===== src/rtl/fetch_queue_unit.sv =====
// fetch_queue_unit
//
// Instruction fetch front end. Requests FETCH_WIDTH consecutive 32-bit words
// per memory transaction and keeps them, tagged with their PCs, in a circular
// queue. The issue logic pops the queue one entry per cycle. A redirect
// flushes the queue, restarts fetch at a new PC and discards any response
// that is still in flight.
//
// Handshakes:
//   imem_req_o/imem_gnt_i: the request (address in imem_addr_o) is presented
//     while imem_req_o is high. It is accepted in a cycle where both
//     imem_req_o and imem_gnt_i are high. Until then imem_req_o and
//     imem_addr_o do not change, unless a redirect withdraws the request.
//     At most one request is outstanding.
//   imem_rvalid_i: one-cycle response strobe for the outstanding request.
//     Memory cannot stall it, and it carries FETCH_WIDTH words.
//   iq_read_i: pops the head entry in any cycle where iq_empty_o is low.
//     A read while the queue is empty is ignored.
//
// Ports:
//   clk_i, reset_ni         clock, asynchronous active-low reset
//   imem_req_o/addr_o       fetch request and byte address of its first word
//   imem_gnt_i              request accepted this cycle
//   imem_rvalid_i/rdata_i   response strobe and words (word k at [32k+31:32k])
//   redirect_i/pc_i         flush and restart fetch at redirect_pc_i
//   iq_read_i               pop the head entry
//   iq_empty_o              queue holds no entries
//   iq_instr_o/iq_pc_o      head entry (0 while empty)
//   iq_count_o              number of valid entries
//   dbg_state_o             current fetch FSM state (IDLE/REQ/WAIT/DROP)
//
// Legal configurations: FETCH_WIDTH in {1,2,4}, and 2**QUEUE_POW2 >= 2*FETCH_WIDTH.

module fetch_queue_unit #(
    parameter int          FETCH_WIDTH = 2,
    parameter int          QUEUE_POW2  = 3,
    parameter logic [31:0] RESET_PC    = 32'h0
) (
    input  logic                      clk_i,
    input  logic                      reset_ni,
    output logic                      imem_req_o,
    output logic [31:0]               imem_addr_o,
    input  logic                      imem_gnt_i,
    input  logic                      imem_rvalid_i,
    input  logic [32*FETCH_WIDTH-1:0] imem_rdata_i,
    input  logic                      redirect_i,
    input  logic [31:0]               redirect_pc_i,
    input  logic                      iq_read_i,
    output logic                      iq_empty_o,
    output logic [31:0]               iq_instr_o,
    output logic [31:0]               iq_pc_o,
    output logic [QUEUE_POW2:0]       iq_count_o,
    output logic [1:0]                dbg_state_o
);

    localparam int          DEPTH       = 1 << QUEUE_POW2;
    localparam int          PW          = QUEUE_POW2 + 1;
    localparam logic [PW-1:0] SPACE_LIMIT = PW'(DEPTH - FETCH_WIDTH);
    localparam logic [31:0] FETCH_BYTES = 32'(4 * FETCH_WIDTH);

    typedef enum logic [1:0] {
        S_IDLE = 2'd0,
        S_REQ  = 2'd1,
        S_WAIT = 2'd2,
        S_DROP = 2'd3
    } state_e;

    state_e          state_q, state_d;
    logic [31:0]     fetch_pc_q, fetch_pc_d;
    logic [31:0]     req_pc_q, req_pc_d;
    logic [PW-1:0]   head_q, head_d;
    logic [PW-1:0]   tail_q, tail_d;
    logic            started_q;

    logic [31:0]     instr_mem_q [DEPTH];
    logic [31:0]     pc_mem_q    [DEPTH];

    logic [PW-1:0]   count;
    logic            empty;
    logic            space_ok;
    logic            req_active;
    logic            wr_en;
    logic            pop;
    logic [QUEUE_POW2-1:0] head_idx;
    logic [QUEUE_POW2-1:0] tail_idx;

    assign count    = tail_q - head_q;
    assign empty    = (head_q == tail_q);
    assign head_idx = head_q[QUEUE_POW2-1:0];
    assign tail_idx = tail_q[QUEUE_POW2-1:0];

    // Room for a whole response is reserved when the request is raised. Pops
    // in the current cycle are deliberately not credited.
    assign space_ok = (count <= SPACE_LIMIT);

    // started_q holds the request low in the cycle when reset is released.
    // The request can then rise combinationally from IDLE as soon as space
    // appears. In REQ it is held regardless of count, because count can only
    // fall while a request is pending.
    assign req_active = started_q &&
                        ((state_q == S_REQ) || (state_q == S_IDLE && space_ok));

    assign wr_en = (state_q == S_WAIT) && imem_rvalid_i && !redirect_i;
    assign pop   = iq_read_i && !empty && !redirect_i;

    always_comb begin
        state_d    = state_q;
        fetch_pc_d = fetch_pc_q;
        req_pc_d   = req_pc_q;

        case (state_q)
            S_IDLE, S_REQ: begin
                if (req_active) begin
                    if (imem_gnt_i) begin
                        req_pc_d   = fetch_pc_q;
                        fetch_pc_d = fetch_pc_q + FETCH_BYTES;
                        state_d    = S_WAIT;
                    end else begin
                        state_d = S_REQ;
                    end
                end
            end
            S_WAIT: if (imem_rvalid_i) state_d = S_IDLE;
            S_DROP: if (imem_rvalid_i) state_d = S_IDLE;
            default: state_d = S_IDLE;
        endcase

        // A redirect overrides everything. A request that memory accepts in
        // this cycle still gets a response, so the FSM must wait in DROP and
        // swallow it. A response arriving in this same cycle completes the
        // transaction, so even DROP can return to IDLE.
        if (redirect_i) begin
            fetch_pc_d = redirect_pc_i & ~32'h3;
            if (req_active && imem_gnt_i) begin
                state_d = S_DROP;
            end else if ((state_q == S_WAIT || state_q == S_DROP) && !imem_rvalid_i) begin
                state_d = S_DROP;
            end else begin
                state_d = S_IDLE;
            end
        end
    end

    always_comb begin
        head_d = head_q;
        tail_d = tail_q;
        if (redirect_i) begin
            head_d = '0;
            tail_d = '0;
        end else begin
            if (pop)   head_d = head_q + PW'(1);
            if (wr_en) tail_d = tail_q + PW'(FETCH_WIDTH);
        end
    end

    always_ff @(posedge clk_i or negedge reset_ni) begin
        if (!reset_ni) begin
            state_q    <= S_IDLE;
            fetch_pc_q <= RESET_PC;
            req_pc_q   <= RESET_PC;
            head_q     <= '0;
            tail_q     <= '0;
            started_q  <= 1'b0;
        end else begin
            state_q    <= state_d;
            fetch_pc_q <= fetch_pc_d;
            req_pc_q   <= req_pc_d;
            head_q     <= head_d;
            tail_q     <= tail_d;
            started_q  <= 1'b1;
        end
    end

    // Entry storage has no reset. Entries are only observable between head
    // and tail, and the outputs are forced to zero while the queue is empty.
    always_ff @(posedge clk_i) begin
        if (wr_en) begin
            for (int k = 0; k < FETCH_WIDTH; k++) begin
                instr_mem_q[tail_idx + QUEUE_POW2'(k)] <= imem_rdata_i[32*k +: 32];
                pc_mem_q[tail_idx + QUEUE_POW2'(k)]    <= req_pc_q + 32'(4 * k);
            end
        end
    end

    assign imem_req_o  = req_active;
    assign imem_addr_o = fetch_pc_q;
    assign iq_empty_o  = empty;
    assign iq_count_o  = count;
    assign iq_instr_o  = empty ? 32'h0 : instr_mem_q[head_idx];
    assign iq_pc_o     = empty ? 32'h0 : pc_mem_q[head_idx];
    assign dbg_state_o = state_q;

endmodule

===== config.mk =====
export PLATFORM = sky130hd
export DESIGN_NAME = fetch_queue_unit
export DESIGN_NICKNAME = d
export VERILOG_FILES = /design/src/rtl/fetch_queue_unit.sv
export SDC_FILE = /design/constraint.sdc
export NUM_CORES = 1
export LEC_CHECK = 0
export CAP_MARGIN = 20
export CELL_PAD_IN_SITES_DETAIL_PLACEMENT = 0
export CELL_PAD_IN_SITES_GLOBAL_PLACEMENT = 1
export CORE_UTILIZATION = 48
export DETAILED_ROUTE_END_ITERATION = 8
export HOLD_SLACK_MARGIN = 0.12
export PLACE_DENSITY = 0.91
export SETUP_SLACK_MARGIN = 0.3
export SYNTH_ARGS = -nofsm -noshare
export SYNTH_HDL_FRONTEND = slang
export SYNTH_SLANG_ARGS = --single-unit

===== constraint.sdc =====
create_clock -name clk_i -period 6.8 [get_ports clk_i]
set_clock_uncertainty 0.15 [all_clocks]
set_input_delay 1.36 -clock clk_i [delete_from_list [all_inputs] [get_ports clk_i]]
set_output_delay 1.36 -clock clk_i [all_outputs]
set_load 0.005 [all_outputs]

# ---- Word level (Yosys, flattened, before mapping)
# Memory sizes are Yosys's and may differ from the RTL's.
# Index checks and enable logic that the tools add are counted.
dict set report word_totals {
  regBits 75
  latch_bits 0
  ramBits 512
  romBits 0
  out_inout_bits 104
  wordCells 64
  mem_count 2
}
# name words width read_ports rd_clocked_by_memory_dff wr line_no
set memory_table {}
lappend memory_table {instr_mem_q 8 32 1 0 2 75} ;# logic [31:0] instr_mem_q [DEPTH];
lappend memory_table {pc_mem_q 8 32 1 0 2 76} ;# logic [31:0] pc_mem_q [DEPTH];
dict set report op_classes {
  n_addsub 6
  n_mul 0
  div 0
  n_lt_le_gt_ge 1
  eq_ne 6
  n_shift 0
  mux 19
  bitwise 0
  n_reduce_logical 24
}
# cell n
set op_table {}
lappend op_table {{32-bit two-way mux} 6}
lappend op_table {{32-bit by 3-bit adder with 32-bit output, second input constant} 1}
lappend op_table {{32-bit by 4-bit adder with 32-bit output, second input constant} 1}
lappend op_table {{4-bit two-way mux} 4}
lappend op_table {{2-bit two-way mux} 6}
lappend op_table {{2-bit nonzero test} 5}
lappend op_table {{1-bit logical AND} 8}
lappend op_table {{3-bit AND reduction} 2}
lappend op_table {{4-bit by 1-bit adder with 4-bit output, second input constant} 1}
lappend op_table {{4-bit by 2-bit adder with 4-bit output, second input constant} 1}
lappend op_table {{2-bit == test, second input constant} 2}
lappend op_table {{4-bit == test} 1}
lappend op_table {{4-bit by 3-bit less-or-equal comparator with 1-bit output, second input constant} 1}
lappend op_table {{2-bit one-hot mux with 2 select lines} 1}
lappend op_table {{2-bit OR reduction} 2}
lappend op_table {{4-bit subtractor} 1}
lappend op_table {{3-bit by 1-bit adder with 3-bit output, second input constant} 1}
lappend op_table {{1-bit zero test} 3}
lappend op_table {{3-bit by 1-bit inequality test with 1-bit output, second input constant} 1}
lappend op_table {{3-bit inequality test, second input constant} 1}
lappend op_table {{2-bit by 1-bit == test with 1-bit output, second input constant} 1}
lappend op_table {{2-bit zero test} 1}
lappend op_table {{1-bit logical OR} 2}
lappend op_table {{1-bit two-way mux} 2}
lappend op_table {{2-bit AND reduction} 1}

# ---- Longest topological paths before layout
dict set report logic_depth {
  word_depth 8
  mapped_depth 13
}

# ---- Worst setup path before layout
# Ideal clock, no wire load.
dict set report synth_timing {
  kind {input to register}
  startpoint {input port redirect_i}
  endpoint {memory instr_mem_q[4][0], enable pin}
  setup_ps 537
  arrival_time_ps 5634
  required_time_ps 6113
  setup_slack_ps 479
  stages 5
  n_path_buf 2
  path_cell_list {clkbuf_1 nor2_1 nand2_1 inv_2 clkbuf_1}
}
# element line_no
set synth_lines {}
lappend synth_lines {{from (decl)} 46} ;# input logic redirect_i,
lappend synth_lines {{to (decl)} 75}

# ---- Worst setup path in the final report
dict set report layout_timing {
  startpoint {register head_q[1]}
  endpoint {output port iq_pc_o[17]}
}
dict set report layout_via {
  elab_chain_cells 2
}
# element line_no
set layout_lines {}
lappend layout_lines {{from (decl)} 71} ;# logic [PW-1:0] head_q, head_d;
lappend layout_lines {{from (signal assigned)} 161} ;# head_q <= '0;
lappend layout_lines {{from (signal assigned)} 168} ;# head_q <= head_d;
lappend layout_lines {{memory read 8 x 32 bit / 4-bit == test (equally long branches)} n/a}
lappend layout_lines {{32-bit two-way mux (*)} 190} ;# assign iq_pc_o = empty ? 32'h0 : pc_mem_q[head_idx];
lappend layout_lines {{to (decl)} 51} ;# output logic [31:0] iq_pc_o,
# Mark *: on every way between the ends. The rest lies on a longest branch, timed or not.

==> summary.txt <==
Global routing
  • Largest net degree at the start of global routing: 98
  • Total track usage: 0.217
  • Remaining global-route overflow: 0
  • Vias in the first global route: 16,932
  • Met3 Use GR: 0.0470
  • Most Crowded Layer GR: met2
  • Initial antenna violation count: 3
  • Grt met2 use: 0.365
  • Grt met1 use: 0.283
  • First-pass GRT wire length: ~94,000 um

Placed design
  • Hpwl dp: about 35,000 um
  • GPL Wtd Cong: between 0.8 and 0.9
  • I/O Buffers: slightly below 200

Finish
  • Layout cells sized above 1: 0.131
  • # fillers: roughly 4,300
  • Commonest non-fill, non-tap cells in the layout: nand2_1 (621), edfxtp_1 (496), clkdlybuf4s50_1 (198)
  • NumNets Final: 2,254
  • Area Growth Syn to Fin: 14.9%
  • Register area: about 17,000 um^2
  • Commonest non-fill, non-tap cell in the layout: nand2_1
  • Fin util: 0.561
  • Antenna Cells: 0
  • Multi-input gate area: around 8800 um^2

Yosys
  • Seq/Total Area, Yosys: 0.628
  • Yosys Warn Count: 0
  • Avg Inst Size Synth: ~13 um^2
  • Synth top area cells: edfxtp_1 (56%), mux4_2 (11%), nand2_1 (8.8%)
  • Synth async-reset ratio: 0.124
  • Cell count after synthesis: 2,110
  • #FFs+latches synth: about 570
  • Mapped Area: between 20,000 and 30,000 um^2
  • Share of the synthesized area in the top cell type: 0.562
  • Synth Flop Type: edfxtp_1
  • Cell variety after synth: 56
  • Post-synth EDFFs: between 400 and 500
  • Synth area leader: edfxtp_1

Drt
  • DRC Markers: 0
  • WL final: 60,000 um
  • DR WL/cell: roughly 21 um
  • Initial drt markers: about 1,300
  • 1st-pass router iterations: 7
  • Total number of vias: 16,535
  • Antenna Nets Post-Route: 0
  • Vias/cell: roughly 5.7

Timing
  • Final Critical Period: 5560 ps
  • Fmax: 180 MHz
  • Fin crit share: 0.818
  • Worst-Margin Slew: 1060 ps
  • Slew HR: 0.290
  • Final Hold Viols: 0
  • RSZ-0062 raised after global routing: no
  • Setup TNS: 0 ps
  • Max-slew violations: 0
  • Final hold slack: between 400 and 500 ps
  • Setup violators final: 0

Setup path
  • RR Endpoint: req_pc_q[28]
  • Reg-to-reg critical path startpoint: head_q[1]
  • Worst reg-to-reg setup slack: 3230 ps
  • Worst r2r path cells: 9
  • Setup crit end kind: output port
  • CP max FO: 47
  • WS Path Type: flop to output port
  • Startpoint Class: flop
  • Crit path DAT: 4050 ps
  • Worst Path Required: between 5000 and 6000 ps

Clocking
  • Clock slew at reported path FFs: roughly 60 ps
  • Number of buffers created by CTS: between 50 and 60
  • H-tree depth: 2
  • Post-cts resize count: 0
  • CTS tree: done
  • Clk sink count: about 570
  • Clock root buffer: clkbuf_16
  • Clk buf depth: 3
  • Worst skew pair latency: approximately 620 ps
  • Post-CTS Hold Buffers: 0
  • Post-CTS Setup Inserts: 0

Status
  • Status: completed

Floorplan
  • # rows: 85
  • Die span in x: 237 um
  • Core area: 54,200 um^2
  • Die H: 237 um
  • Die area: 56,200 um^2
  • Top-level I/O count: 206
  • Initial Utilization: 0.489

Power and ir drop
  • Maximum VDD drop: between 200 and 250 uV
  • PwrDens: 302 nW/um^2
  • Pleak: 10.4 nW

Run
  • Max-cap violation count: 0

Min path
  • Min-Delay Path Class: flop to flop
  • Hold path depth: 1
  • Min-delay src: imem_addr_o[2]
  • Hold endpoint: imem_addr_o[2]
[area by class of cell]
cell class                      count  area share
Clock buffer                       78      0.0504
Clock inverter                     29     0.00850
Inverter                           20     0.00304
Multi-Input combinational cell   1265       0.288
Sequential cell                   566       0.547
Tap cell                          696      0.0286
Timing Repair Buffer              229      0.0749
[kinds of logic (layout without fill, tap and decap cells)]
family | Yosys count | after routing | synth area share
fa+ha+maj | 13 | 13 | 0.00642
compound gates | 128 | 128 | 0.0287
other cells | 2 | 5 | 0.000283
mux | 157 | 157 | 0.119
xor+xnor | 126 | 126 | 0.0416
buf+inv | 282 | 356 | 0.0427
flops | 566 | 566 | 0.628
simple gates | 836 | 836 | 0.133
[sequential cells by signal, indices dropped and copies added (netlist names)]
register,count
instr_mem_q,256
pc_mem_q,240
imem_addr_o,30
req_pc_q,30
head_q,4
tail_q,3
dbg_state_o,2
started_q,1
[layer usage]
| metal | routed length (um) | vias to the layer above |
|---|---|---|
| li1 | - | 7492 |
| met1 | 24200 | 8218 |
| met2 | 29600 | 713 |
| met3 | 4800 | 106 |
| met4 | 1360 | 6 |
| met5 | 34 | - |
[power by group]
part / total (W) / internal (W) / switching (W)
clock: 0.00302 / 0.00173 / 0.00129
combinational: 0.00154 / 0.000831 / 0.000705
sequential: 0.00463 / 0.00416 / 0.000471
total: 0.00919 / 0.00673 / 0.00247
[per-stage QoR]
stage          instances  area, um^2  power [W]  setup WS (ps)
3_5_place_dp        2775       28600    0.00624           1900
3_3_place_gp        2774       28600    0.00616           1930
5_1_grt             2883       30500    0.00956           1050
6_report            2883       30500    0.00919           1240
2_1_floorplan       2113       26500    0.00570            479
4_1_cts             2882       30400    0.00925           1240
[worst max path at each step]
stage,start,to,cells past startpoint
5_1_grt,head_q[1],iq_pc_o[17],8
6_report,head_q[1],iq_pc_o[17],8
3_5_place_dp,head_q[1],iq_pc_o[14],8
4_1_cts,head_q[1],iq_pc_o[14],8
2_1_floorplan,redirect_i,instr_mem_q[4][0],5
3_3_place_gp,head_q[1],iq_pc_o[14],8
[synth_stat cells, types with 15 or more instances]
library cell and number:
or4_1 17, nor3_1 15, mux4_2 124, clkbuf_1 216, buf_2 34, dfrtp_1 70, edfxtp_1 496, a31oi_1 18
mux2_2 31, xor2_1 32, nand3_1 23, nand4_1 25, xnor2_1 94, and3_1 15, a21oi_1 66, nand2_1 625
nor2_1 63
[worst max-delay path, cell delays in order, from the launching register on]
cell,delay (ps)
dfrtp_4,950
inv_1,120
ha_1,350
ha_1,150
nand3_1,160
inv_2,590
buf_4,460
a21oi_1,80
clkdlybuf4s50_1,570
Power figures use the tool's default switching activity.
